$ cat src/rtl/shift_sequencer_pkg.sv
// Shared types and constants for the multi-cycle shift sequencer and its
// single-bit shifter datapath.
package shift_pkg;

  typedef enum logic [1:0] {
    LSL = 2'b00,
    LSR = 2'b01,
    ASR = 2'b10,
    ROR = 2'b11
  } shift_kind_e;

  typedef enum logic [1:0] {
    IDLE  = 2'b00,
    SHIFT = 2'b01,
    DONE  = 2'b10
  } seq_state_e;

  localparam logic [1:0] SH_PASS = 2'b00;
  localparam logic [1:0] SH_LSL1 = 2'b01;
  localparam logic [1:0] SH_LSR1 = 2'b10;
  localparam logic [1:0] SH_ASR1 = 2'b11;

  localparam int MAX_STEPS = 33;

  // Single-bit steps needed to realise a shift; amounts past 33 saturate
  // because further steps cannot change data or carry.
  function automatic logic [5:0] step_count(input shift_kind_e kind, input logic [31:0] amt);
    logic [5:0] steps;
    logic [4:0] amt_m1;
    amt_m1 = amt[4:0] - 5'd1;
    if (kind == ROR) begin
      if (amt == 32'd0) begin
        steps = 6'd0;
      end else begin
        steps = {1'b0, amt_m1} + 6'd1;
      end
    end else if (amt > 32'(MAX_STEPS)) begin
      steps = 6'(MAX_STEPS);
    end else begin
      steps = amt[5:0];
    end
    return steps;
  endfunction

endpackage

$ cat src/rtl/shift_sequencer_shifter.sv
// Single-bit shifter datapath: pass, or shift one place left/right/arithmetic.
module shifter
  import shift_pkg::*;
(
  input  logic [31:0] shift_in,
  input  logic [1:0]  shift_op,
  output logic [31:0] shift_out
);

  // One-position shift selected by op code
  always_comb begin
    shift_out = shift_in;
    case (shift_op)
      SH_PASS: shift_out = shift_in;
      SH_LSL1: shift_out = {shift_in[30:0], 1'b0};
      SH_LSR1: shift_out = {1'b0, shift_in[31:1]};
      SH_ASR1: shift_out = {shift_in[31], shift_in[31:1]};
      default: shift_out = shift_in;
    endcase
  end

endmodule

$ cat src/rtl/shift_sequencer.sv
// Multi-cycle barrel-shift controller: drives the single-bit shifter once per
// cycle and returns result plus ARM-style carry-out over valid/ready.
module shift_sequencer
  import shift_pkg::*;
#(
  parameter int AMT_W = 8
) (
  input  logic             clk,
  input  logic             rst_n,
  input  logic             req_valid,
  output logic             req_ready,
  input  logic [1:0]       req_kind,
  input  logic [AMT_W-1:0] req_amt,
  input  logic [31:0]      req_data,
  input  logic             req_carry_in,
  output logic             resp_valid,
  input  logic             resp_ready,
  output logic [31:0]      resp_data,
  output logic             resp_carry,
  output logic             busy
);

  seq_state_e  state_r;
  seq_state_e  state_s;
  shift_kind_e kind_r;
  logic [5:0]  count_r;
  logic [31:0] data_r;
  logic        carry_r;
  logic        req_ready_r;
  logic        resp_valid_r;
  logic        busy_r;

  logic [5:0]  req_steps_s;
  logic [1:0]  shift_op_s;
  logic [31:0] shift_out_s;
  logic [31:0] step_data_s;
  logic        step_carry_s;

  assign req_steps_s = step_count(shift_kind_e'(req_kind), 32'(req_amt));

  shifter u_shifter (
    .shift_in  (data_r),
    .shift_op  (shift_op_s),
    .shift_out (shift_out_s)
  );

  // Shifter op select; ROR is a logical right step with bit31 patched below
  always_comb begin
    shift_op_s = SH_PASS;
    if (state_r == SHIFT) begin
      case (kind_r)
        LSL:     shift_op_s = SH_LSL1;
        LSR:     shift_op_s = SH_LSR1;
        ASR:     shift_op_s = SH_ASR1;
        ROR:     shift_op_s = SH_LSR1;
        default: shift_op_s = SH_PASS;
      endcase
    end else begin
      shift_op_s = SH_PASS;
    end
  end

  // Next data/carry for one step
  always_comb begin
    step_data_s  = shift_out_s;
    step_carry_s = data_r[0];
    if (kind_r == ROR) begin
      step_data_s[31] = data_r[0];
    end else begin
      step_data_s[31] = shift_out_s[31];
    end
    if (kind_r == LSL) begin
      step_carry_s = data_r[31];
    end else begin
      step_carry_s = data_r[0];
    end
  end

  // Next-state logic
  always_comb begin
    state_s = state_r;
    case (state_r)
      IDLE: begin
        if (req_valid) begin
          state_s = (req_steps_s == 6'd0) ? DONE : SHIFT;
        end else begin
          state_s = IDLE;
        end
      end
      SHIFT: begin
        if (count_r == 6'd1) begin
          state_s = DONE;
        end else begin
          state_s = SHIFT;
        end
      end
      DONE: begin
        if (resp_ready) begin
          state_s = IDLE;
        end else begin
          state_s = DONE;
        end
      end
      default: state_s = IDLE;
    endcase
  end

  // State, datapath registers and registered handshake outputs
  always_ff @(posedge clk) begin
    if (!rst_n) begin
      state_r      <= IDLE;
      kind_r       <= LSL;
      count_r      <= 6'd0;
      data_r       <= 32'd0;
      carry_r      <= 1'b0;
      req_ready_r  <= 1'b1;
      resp_valid_r <= 1'b0;
      busy_r       <= 1'b0;
    end else begin
      state_r      <= state_s;
      req_ready_r  <= (state_s == IDLE);
      resp_valid_r <= (state_s == DONE);
      busy_r       <= (state_s != IDLE);
      case (state_r)
        IDLE: begin
          if (req_valid) begin
            kind_r  <= shift_kind_e'(req_kind);
            data_r  <= req_data;
            carry_r <= req_carry_in;
            count_r <= req_steps_s;
          end
        end
        SHIFT: begin
          data_r  <= step_data_s;
          carry_r <= step_carry_s;
          count_r <= count_r - 6'd1;
        end
        default: begin
          count_r <= count_r;
        end
      endcase
    end
  end

  assign req_ready  = req_ready_r;
  assign resp_valid = resp_valid_r;
  assign busy       = busy_r;
  assign resp_data  = data_r;
  assign resp_carry = carry_r;

endmodule
$ cat config.mk
export PLATFORM = sky130hd
export DESIGN_NAME = shift_sequencer
export DESIGN_NICKNAME = d
export VERILOG_FILES = /design/src/rtl/shift_sequencer_pkg.sv /design/src/rtl/shift_sequencer_shifter.sv /design/src/rtl/shift_sequencer.sv
export SDC_FILE = /design/constraint.sdc
export NUM_CORES = 1
export LEC_CHECK = 0
export BUFFER_PORTS_ARGS = -buffer_cell sky130_fd_sc_hd__buf_4
export CAP_MARGIN = 25
export CORE_MARGIN = 2
export CORE_UTILIZATION = 47
export DETAILED_ROUTE_END_ITERATION = 7
export PLACE_DENSITY = 0.86
export REMOVE_ABC_BUFFERS = 1
export SYNTH_ARGS = -nofsm -noshare
export SYNTH_HDL_FRONTEND = slang
export SYNTH_SLANG_ARGS = --single-unit
$ cat constraint.sdc
create_clock -name clk -period 2 [get_ports clk]
set_clock_uncertainty 0.15 [all_clocks]
set_input_delay 0 -clock clk [delete_from_list [all_inputs] [get_ports clk]]
set_output_delay 0 -clock clk [all_outputs]
set_load 0.02 [all_outputs]
==> run_results.csv <==
group,metric,value,unit
clocking,cts.path.max_buffers,2,
floorplanning,start_util,47.8,%
logic_synthesis,seq_area_frac_synth,33.1,%
floorplanning,dieHeight,80.9,µm
placed_design,gp_congestion,0.851,
placed_design,port_buffers,82,
floorplanning,die_w,80.9,µm
logic_synthesis,syn_inst,342,
final_layout,mostFrequentLayoutCell,"buf_4",
sta,fin_crit,1.96,ns
logic_synthesis,synth_edf_count,0,
grt,antenna_found_initial,0,
critical_path,reg2reg_from,"state_r[0]",
status,outcome,"complete, but fails checks",
logic_synthesis,ys_async_sr_fraction,0,%
sta,max_freq,510,MHz
logic_synthesis,ys_ff_latch,46,
final_layout,nets,493,
sta,slew_headroom,68.3,%
grt,grt_pass1_vias,2549,
logic_synthesis,synthesis.area,2780,µm²
min_path,holdPathStages,5,
critical_path,cp_cell_sequence,"buf_4 > inv_2 > ha_4 > or4b_4 > o211a_1 > a311o_1 > or4_4 > o221a_1",
sta,setup_tns,0,ns
final_layout,drive_gt1_share,28.1,%
critical_path,max_stage_delay,0.53,ns
floorplanning,die_area,6550,µm²
detailed_routing,ant_nets,0,
floorplanning,placementRows,28,
pwr,pwr_density_cell,708,nW/µm²
critical_path,worstPathRequired,2.05,ns
critical_path,start_kind,"primary input",
grt,grt_pass1_wl,11700,µm
grt,gr-total-overflow,0,
sta,hold_violations,1,
detailed_routing,routedWlPerCell,14.4,µm
final_layout,antennaDiodeCount,0,
clocking,numCtsBuffers,5,
floorplanning,ios,83,
placed_design,place_hpwl,5150,µm
critical_path,r2r_setup_slack,0.15,ns
critical_path,crit_fanout,3,
run,max-cap-violations,0,
logic_synthesis,ys_types,49,
critical_path,crit_type,"in -> reg",
critical_path,cp.arrival,2.01,ns
final_layout,fillers,501,
sta,slew_viol_final,0,
floorplanning,core_area,5820,µm²
sta,post-route-period-util,98.1,%
detailed_routing,route.vias.total,2864,
detailed_routing,drt_iter0_markers,115,
critical_path,reg2reg_to,"kind_r[1]",
grt,grt_use_total,22.3,%
final_layout,final_area,3850,µm²
critical_path,reg2regPathDepth,4,
sta,setup_viol,0,
detailed_routing,routed_via_density,5.54,
sta,holdWs,-0.0000361,ns
clocking,root_buffer,"clkbuf_8",
logic_synthesis,synth_flop_cell,"dfxtp_1",
sta,tightest_slew,0.473,ns
status,violations,"hold timing",
critical_path,critPathTopFamily,"simple AND/OR/NAND/NOR gates",
logic_synthesis,syn_area_per_cell,8.13,µm²
critical_path,critPathCaptureType,"flop",
detailed_routing,dr.pass1.iters,5,
pwr,ir_worst_vdd,0.000351,V
min_path,worstHoldEndpoint,"resp_data[12]",
min_path,hp-start,"req_data[12]",
final_layout,fin_util,66.2,%
clocking,insertion_delay,0.30,ns
pwr,p_leak,0.00174,µW
clocking,cts_tree,"done",
critical_path,cpMaxStageDelayCell,"or4_4",
clocking,htree_levels,2,
clocking,clkSinkCount,46,
clocking,clk_pin_slew,0.09,ns
detailed_routing,drc,0,
grt,grt_max_degree,63,
logic_synthesis,ys.warnings.count,0,
final_layout,layout_common_cells,"100 x buf_4, 46 x dfxtp_1, 41 x nor2_1",
placed_design,placed_area,3580,µm²
final_layout,area_growth,38.5,%
critical_path,crit_buf_inv,2,
clocking,cts_setup_buffers,0,
min_path,worstHoldPathType,"in -> reg",
detailed_routing,routed_wl,7440,µm
## power by group
part / switching, µW / leakage, µW / internal [µW]
clock: 309 / 0.0000452 / 247
combinational: 539 / 0.00131 / 492
sequential: 117 / 0.000380 / 1020
## timing repair
action                     4_1_cts  5_1_grt
pin swaps                        5        2
setup endpoints to repair        1        3
hold endpoints to repair        34        0
hold buffers                    16        0
gates resized for setup          5        3
## layout make-up
type                       count  area (µm²)  area share [%]
clock buffer                   6        72.6            1.88
sequential                    46         921            23.9
clock inverter                 2        13.8           0.357
inverter                       6        22.5           0.585
timing repair buffer         119         962            25.0
tap                           75        93.8            2.44
multi-input combinational    263        1770            45.9
## worst register-to-register path: cells and delay by family (launching register included)
kind | cells | cell delay, ns
AO/OA/AOI/OAI | 1 | 0.07
AND/OR/NAND/NOR | 2 | 0.58
buffers and inverters | 1 | 0.56
flip-flops | 1 | 0.38
## logic make-up after synthesis
logic type | synth area share [%]
fa+ha+maj | 2.25
mux | 12.2
flops | 33.1
compound gates | 24.5
xor+xnor | 0.630
simple gates | 22.5
buf+inv | 4.77
## synthesized netlist by cell type, types with 2 or more instances
cell type  count  area, µm²
a21o_1         3       22.5
o31ai_1        2       15.0
a21boi_0       3       22.5
o21ai_1        2       10.0
ha_1           5       62.6
nor2b_1       35        219
and2_1         3       18.8
dfxtp_1       46        921
or2_2          3       18.8
a21oi_1       35        175
o221ai_1       5       43.8
nor3_1         4       20.0
inv_1          6       22.5
nor2_1        42        158
o21ai_0        5       25.0
clkbuf_1      24       90.1
a221oi_1       3       26.3
mux2i_1       34        340
a31oi_1        5       31.3
nand2_1       15       56.3
nand3_1        4       20.0
nor3b_1        4       30.0
a211oi_1      28        210
## routing by layer
metal / wire [µm] / share of wire [%] / GRT usage, % / vias up
li1: - / - / - / 1441
met1: 3350 / 45 / 29.3 / 1324
met2: 3520 / 47 / 36.4 / 88
met3: 474 / 6.4 / 4.78 / 11
met4: 91 / 1.2 / 7.12 / 0
met5: 0 / 0 / 0 / -
## state kept, by name (all words and copies together) (netlist names)
signal	cells
req_ready	1
kind_r	2
count_r	6
busy	1
resp_valid	1
state_r	2
resp_data	32
resp_carry	1
## stage by stage
stage | setup slack, ns | std cells | power [µW]
after detailed placement | -0.309 | 493 | 2140
after global placement | -0.273 | 493 | 2120
final | 0.0387 | 517 | 2730
after floorplan | -1.27 | 315 | 1740
after CTS | 0.0154 | 517 | 2730
after global routing | -0.0262 | 517 | 2890
## how the worst max path moves through the flow
stage,from,end,slack [ns],cells past startpoint
4_1_cts,req_amt[0],state_r[0],0.02,8
3_5_place_dp,req_amt[0],state_r[0],-0.31,8
3_3_place_gp,req_amt[0],state_r[0],-0.27,8
6_report,req_amt[0],state_r[0],0.04,8
5_1_grt,req_amt[1],state_r[0],-0.03,9
2_1_floorplan,state_r[0],resp_data[31],-1.27,4
(Power assumes the default switching activity.)
